## src/rtl/cpu_pkg.sv

```systemverilog
// -----------------------------------------------------------------------------
// cpu_pkg
// Shared definitions for the instruction fetch front end:
//   - opcode encodings carried in instr[31:29]
//   - fsm_state_t, the fetch controller state encoding
//   - decode(), the combinational opcode -> control decoder
// Optional feature macro: FETCH_HALT_EN (opcode 7 becomes HALT; otherwise NOP).
// -----------------------------------------------------------------------------
package cpu_pkg;

  localparam int unsigned OPCODE_W = 3;

  localparam logic [OPCODE_W-1:0] OP_NOP   = 3'd0;
  localparam logic [OPCODE_W-1:0] OP_ADD   = 3'd1;
  localparam logic [OPCODE_W-1:0] OP_STORE = 3'd2;
  localparam logic [OPCODE_W-1:0] OP_LOAD  = 3'd3;
  localparam logic [OPCODE_W-1:0] OP_ADDI  = 3'd4;
  localparam logic [OPCODE_W-1:0] OP_JMP   = 3'd5;
  localparam logic [OPCODE_W-1:0] OP_RSVD  = 3'd6;
  localparam logic [OPCODE_W-1:0] OP_HALT  = 3'd7;

  typedef enum logic [1:0] {
    ST_IDLE = 2'd0,
    ST_RUN  = 2'd1,
    ST_HALT = 2'd2
  } fsm_state_t;

  typedef struct packed {
    logic reg_write;
    logic mem_write;
    logic is_jmp;
    logic is_halt;
  } decode_t;

  // Each opcode sets at most one of reg_write / mem_write, so the two can
  // never be asserted together.
  function automatic decode_t decode(input logic [OPCODE_W-1:0] opcode);
    decode_t d;
    d = '0;
    case (opcode)
      OP_ADD,
      OP_LOAD,
      OP_ADDI:  d.reg_write = 1'b1;
      OP_STORE: d.mem_write = 1'b1;
      OP_JMP:   d.is_jmp    = 1'b1;
`ifdef FETCH_HALT_EN
      OP_HALT:  d.is_halt   = 1'b1;
`endif
      // OP_NOP, OP_RSVD and (without the halt feature) OP_HALT decode to NOP.
      default:  d = '0;
    endcase
    return d;
  endfunction

endpackage : cpu_pkg

```

## src/rtl/imem_rom.sv

```systemverilog
// -----------------------------------------------------------------------------
// imem_rom
// Instruction memory: one synchronous write port, one asynchronous read port.
// Contents are never cleared by reset, so a program survives a reset.
// Ports:
//   clk    in   clock; writes take effect on its rising edge
//   we     in   write enable
//   waddr  in   [AW-1:0] write address
//   wdata  in   [31:0]   write data
//   raddr  in   [AW-1:0] read address
//   rdata  out  [31:0]   word at raddr (combinational)
// -----------------------------------------------------------------------------
module imem_rom #(
  parameter int DEPTH = 16,
  parameter int AW    = $clog2(DEPTH)
) (
  input  logic          clk,
  input  logic          we,
  input  logic [AW-1:0] waddr,
  input  logic [31:0]   wdata,
  input  logic [AW-1:0] raddr,
  output logic [31:0]   rdata
);

  logic [31:0] mem [DEPTH];

  // NOTE: the storage array has no reset branch on purpose; a memory with a
  // reset cannot map onto RAM/LUT-RAM and the program must survive reset.
  always_ff @(posedge clk) begin
    if (we) begin
      mem[waddr] <= wdata;
    end
  end

  assign rdata = mem[raddr];

endmodule : imem_rom

```

## src/rtl/fetch_control.sv

```systemverilog
// -----------------------------------------------------------------------------
// fetch_control
// Instruction fetch/decode front end. Runs from address 0 after a start pulse,
// reads the instruction memory combinationally at PC and presents one decoded
// instruction per cycle through a valid/ready output register.
// Optional feature macro: FETCH_HALT_EN -- opcode 7 stops the fetch; once the
// HALT word is consumed the controller parks in HALT until the next start.
// Ports:
//   clk         in   clock, all state updates on the rising edge
//   rst         in   asynchronous reset, active low
//   start       in   one-cycle pulse: (re)start at address 0 from IDLE/HALT
//   imem_we     in   instruction memory write enable (ignored while running)
//   imem_waddr  in   [AW-1:0] instruction memory write address
//   imem_wdata  in   [31:0]   instruction memory write data
//   out_ready   in   downstream accepts the current output
//   out_valid   out  instr_a/reg_write/mem_write/pc_out are valid
//   instr_a     out  [2:0] opcode field instr[31:29]
//   reg_write   out  decoded register-file write enable
//   mem_write   out  decoded data-memory write enable
//   pc_out      out  [AW-1:0] address of the presented instruction
//   halted      out  high while in HALT
// -----------------------------------------------------------------------------
module fetch_control
  import cpu_pkg::*;
#(
  parameter int IMEM_DEPTH = 16,
  parameter int AW         = $clog2(IMEM_DEPTH)
) (
  input  logic          clk,
  input  logic          rst,
  input  logic          start,
  input  logic          imem_we,
  input  logic [AW-1:0] imem_waddr,
  input  logic [31:0]   imem_wdata,
  input  logic          out_ready,
  output logic          out_valid,
  output logic [2:0]    instr_a,
  output logic          reg_write,
  output logic          mem_write,
  output logic [AW-1:0] pc_out,
  output logic          halted
);

  fsm_state_t    state, state_next;
  logic [AW-1:0] pc, pc_next;
  logic [31:0]   instr;
  decode_t       dec;
  logic          load;
  logic          out_halt;   // the output register currently holds a HALT word
  logic          imem_wr_en;

  // The program may only be changed while nothing is being fetched.
  assign imem_wr_en = imem_we && (state != ST_RUN);

  imem_rom #(
    .DEPTH (IMEM_DEPTH),
    .AW    (AW)
  ) u_imem (
    .clk   (clk),
    .we    (imem_wr_en),
    .waddr (imem_waddr),
    .wdata (imem_wdata),
    .raddr (pc),
    .rdata (instr)
  );

  assign dec = decode(instr[31:29]);

  // NOTE: every signal driven here gets a default first, so no path through
  // the block leaves one unassigned and no latch is inferred.
  always_comb begin
    state_next = state;
    pc_next    = pc;
    load       = 1'b0;
    case (state)
      ST_IDLE,
      ST_HALT: begin
        // Entering RUN leaves the output register empty; the first fetch
        // happens one cycle later, so a word written together with start is
        // already in memory when it is read.
        if (start) begin
          state_next = ST_RUN;
          pc_next    = '0;
        end
      end
      ST_RUN: begin
        // Nothing is fetched past a HALT word sitting in the output register.
        load = (!out_valid || out_ready) && !out_halt;
        if (load) begin
          // JMP redirects the very next fetch, so no bubble is inserted.
          pc_next = dec.is_jmp ? instr[AW-1:0] : pc + AW'(1);
        end
`ifdef FETCH_HALT_EN
        if (out_halt && out_valid && out_ready) begin
          state_next = ST_HALT;
        end
`endif
      end
      default: state_next = ST_IDLE;
    endcase
  end

  // NOTE: sequential state uses non-blocking assignments so every register
  // samples the pre-edge values regardless of statement order.
  always_ff @(posedge clk or negedge rst) begin
    if (!rst) begin
      state <= ST_IDLE;
      pc    <= '0;
    end else begin
      state <= state_next;
      pc    <= pc_next;
    end
  end

  always_ff @(posedge clk or negedge rst) begin
    if (!rst) begin
      out_valid <= 1'b0;
      instr_a   <= '0;
      reg_write <= 1'b0;
      mem_write <= 1'b0;
      pc_out    <= '0;
      out_halt  <= 1'b0;
    end else if ((state != ST_RUN) && start) begin
      out_valid <= 1'b0;
      out_halt  <= 1'b0;
    end else if (load) begin
      out_valid <= 1'b1;
      instr_a   <= instr[31:29];
      reg_write <= dec.reg_write;
      mem_write <= dec.mem_write;
      pc_out    <= pc;
      out_halt  <= dec.is_halt;
    end else if (out_valid && out_ready) begin
      // Consumed with nothing new behind it (only after a HALT word).
      out_valid <= 1'b0;
      out_halt  <= 1'b0;
    end
  end

`ifdef FETCH_HALT_EN
  assign halted = (state == ST_HALT);
`else
  assign halted = 1'b0;
`endif

endmodule : fetch_control

```

## config.mk

```make
export PLATFORM = sky130hd
export DESIGN_NAME = fetch_control
export DESIGN_NICKNAME = d
export VERILOG_FILES = /design/src/rtl/cpu_pkg.sv /design/src/rtl/imem_rom.sv /design/src/rtl/fetch_control.sv
export SDC_FILE = /design/constraint.sdc
export NUM_CORES = 1
export LEC_CHECK = 0
export CAP_MARGIN = 20
export CORE_MARGIN = 5
export CORE_UTILIZATION = 62
export DETAILED_ROUTE_END_ITERATION = 7
export GPL_ROUTABILITY_DRIVEN = 1
export PLACE_DENSITY = 0.8
export SLEW_MARGIN = 20
export SYNTH_ARGS = -nofsm -noshare
export SYNTH_HDL_FRONTEND = slang
export SYNTH_HIERARCHICAL = 1
export SYNTH_SLANG_ARGS = --single-unit
```

## constraint.sdc

```tcl
create_clock -name clk -period 7.5 [get_ports clk]
set_input_delay 1.125 -clock clk [delete_from_list [all_inputs] [get_ports clk]]
set_output_delay 1.125 -clock clk [all_outputs]
set_load 0.01 [all_outputs]
```

==> impl_results.md <==
* Crit end category: flop
* Hold_ws at slightly below 0.5 ns
* Finish-stage setup viols at 0
* GRT overflow at 0
* Clock transition at the registers of the reported paths at about 0.060 ns
* Startpoint Class: input port
* Die ar. at 10,200 sq um
* Via count at 2,551
* Cell Area, Placed at 5340 sq um
* Pwr/cell area at 346 nW/um^2
* Final Cycle Share at ~39%
* Core area at 8130 sq um
* DR top layer: met4
* Row cnt at 33
* Status: completed
* Worst Hold Class: flop to flop
* Met1 WL at between 3000 and 4000 um
* Peak supply drop at ~0.20 mV
* Post-CTS sizing at 0
* Fill count at 471
* GRT Overall Usage at 21.0%
* Max Fclk at 0.341 GHz
* WL final at 9580 um
* Number of hold buffers added after cts at 0
* Detail Route Antenna Nets at 0
* First drt pass iteration count at 4
* CTS H-tree depth at 4
* Global-route wire length before repair at 15,000 um
* Post-synthesis net count at approximately 320
* Max Cap Viol at 0
* CTS Buffer Depth at 2
* Most frequent cells in the layout: 112 x edfxtp_1, 28 x mux4_2, 25 x clkdlybuf4s50_1, 16 x nand2_1, 16 x clkbuf_16
* Initial DRC count at about 210
* Worst path max stage delay at 0.56 ns
* CTS sink cnt at 127
* WL met3 at 721 um
* Largest net degree at the start of global routing at 33
* Fin Clk Skew at approximately 0.011 ns
* Cell chain of the critical path: clkdlybuf4s50_1 -> nor2b_1 -> or3b_2 -> nor2_1
* Max Slew Vio Count at 0
* Met2 routed WL at 4700 um
* Crit Path Category: input port to flop
* Fin crit period at 2.93 ns
* Clock root buffer: clkbuf_8
* Syn avg cell area at 18.3 sq um
* Clk_lat worst skew at 0.51 ns
* HPWL Detailed at between 5000 and 6000 um
* Initial Utilization at between 60 and 70%
* Average wire per cell in the routed design at ~23 um
* Delay-heaviest family, CP: simple AND/OR/NAND/NOR gates
* Drt drc at 0
* Die X at 101 um
* Rel. slew slack at 35.2%
* CP Buf/Inv Count at 1
* Setup Fix Bufs, Post-CTS at 0
* Setup TNS at 0 ns
* Inserted Diodes at 0
* Port bufs at 25
* Critical path arrival at 3.07 ns
* Cells after Synth at 279
* Share of layout cells above drive strength 1 at 22.4%
* Top Ports at 52
* Fin area at 5890 sq um
* Crit-path max FO at 7
* Slew at the pin with the worst max-slew slack at 0.964 ns
* Hold violation count in the final report at 0
* Crit path required time at 7.64 ns
* Leakage power at 1.93 nW
* CTS tree: done
* Mapped cell area at 5110 sq um
* Vias in the first global route at 2,665
* Most common cell after layout, fill and taps aside: edfxtp_1
* RSZ-0062 raised after global routing: false
* CP max stage cell: nor2_1
* Ys Warns at 6
* Initial antenna violation count at 0
* Layout Nets at 337
* CTS Buf Count at 17
* Area grow syn2layout at 15.3%
* Die Height at about 100 um
* Via/cell ratio at 6.18
* GPL Wtd Cong at 0.765
worst reg2reg max path: stages, from the launching register on:
cell,delay [ns]
dfrtp_2,0.37
buf_4,0.49
mux4_2,0.61
a22oi_1,0.24
nand2_1,0.16
and3b_1,0.48
mux2i_1,0.28
o21ai_1,0.08
path summary, 6_finish.rpt:
kind | startpoint | end | slack, ns | depth (start not counted)
worst max-delay path | imem_we | u_imem/mem[1][0] | 4.57 | 4
worst min-delay path | instr_a[1] | instr_a[1] | 0.48 | 2
worst max register to register | pc[0] | pc[1] | 4.65 | 7
worst min register to register | instr_a[1] | instr_a[1] | 0.48 | 2
max in group asynchronous | rst | pc[0] | 6.05 | 1
min in group asynchronous | rst | instr_a[2] | 1.00 | 1
stage by stage:
step	utilization, %	cells	total power, W	setup slack (ns)
after floorplan	-	279	0.00122	4.75
after global placement	65.7	380	0.00131	3.81
after detailed placement	65.7	380	0.00133	3.81
after CTS	72.3	412	0.00206	4.30
after global routing	72.5	413	0.00213	4.45
final	72.5	413	0.00204	4.57
final cells by class:
cell class | instances | area, sq um | area share [%]
Clock buffer | 17 | 414 | 7.03
Clock inverter | 15 | 124 | 2.10
Inverter | 2 | 7.51 | 0.127
Multi-Input combinational cell | 119 | 1210 | 20.5
Sequential cell | 127 | 3740 | 63.4
Tap cell | 105 | 131 | 2.23
Timing Repair Buffer | 28 | 270 | 4.59
state kept, by name, indices dropped and copies added, names as in the netlist:
| signal | flops |
|---|---|
| instr_a | 3 |
| reg_write | 1 |
| out_valid | 1 |
| mem_write | 1 |
| pc | 4 |
| pc_out | 4 |
| u_imem/mem | 112 |
| state | 1 |
per-layer routing:
metal  track usage, %  vias to the layer above
met5                0                        -
met4             8.08                        0
met1             30.2                     1300
met3             5.95                       13
li1                 -                     1130
met2             31.0                      108
where the power goes:
group	switching, W	total (W)	internal, W
combinational	0.000254	0.000491	0.000237
clock	0.000289	0.000724	0.000434
sequential	0.0000211	0.000822	0.000801
total	0.000564	0.00204	0.00147
Note: power is estimated with default switching activity, not from simulation.
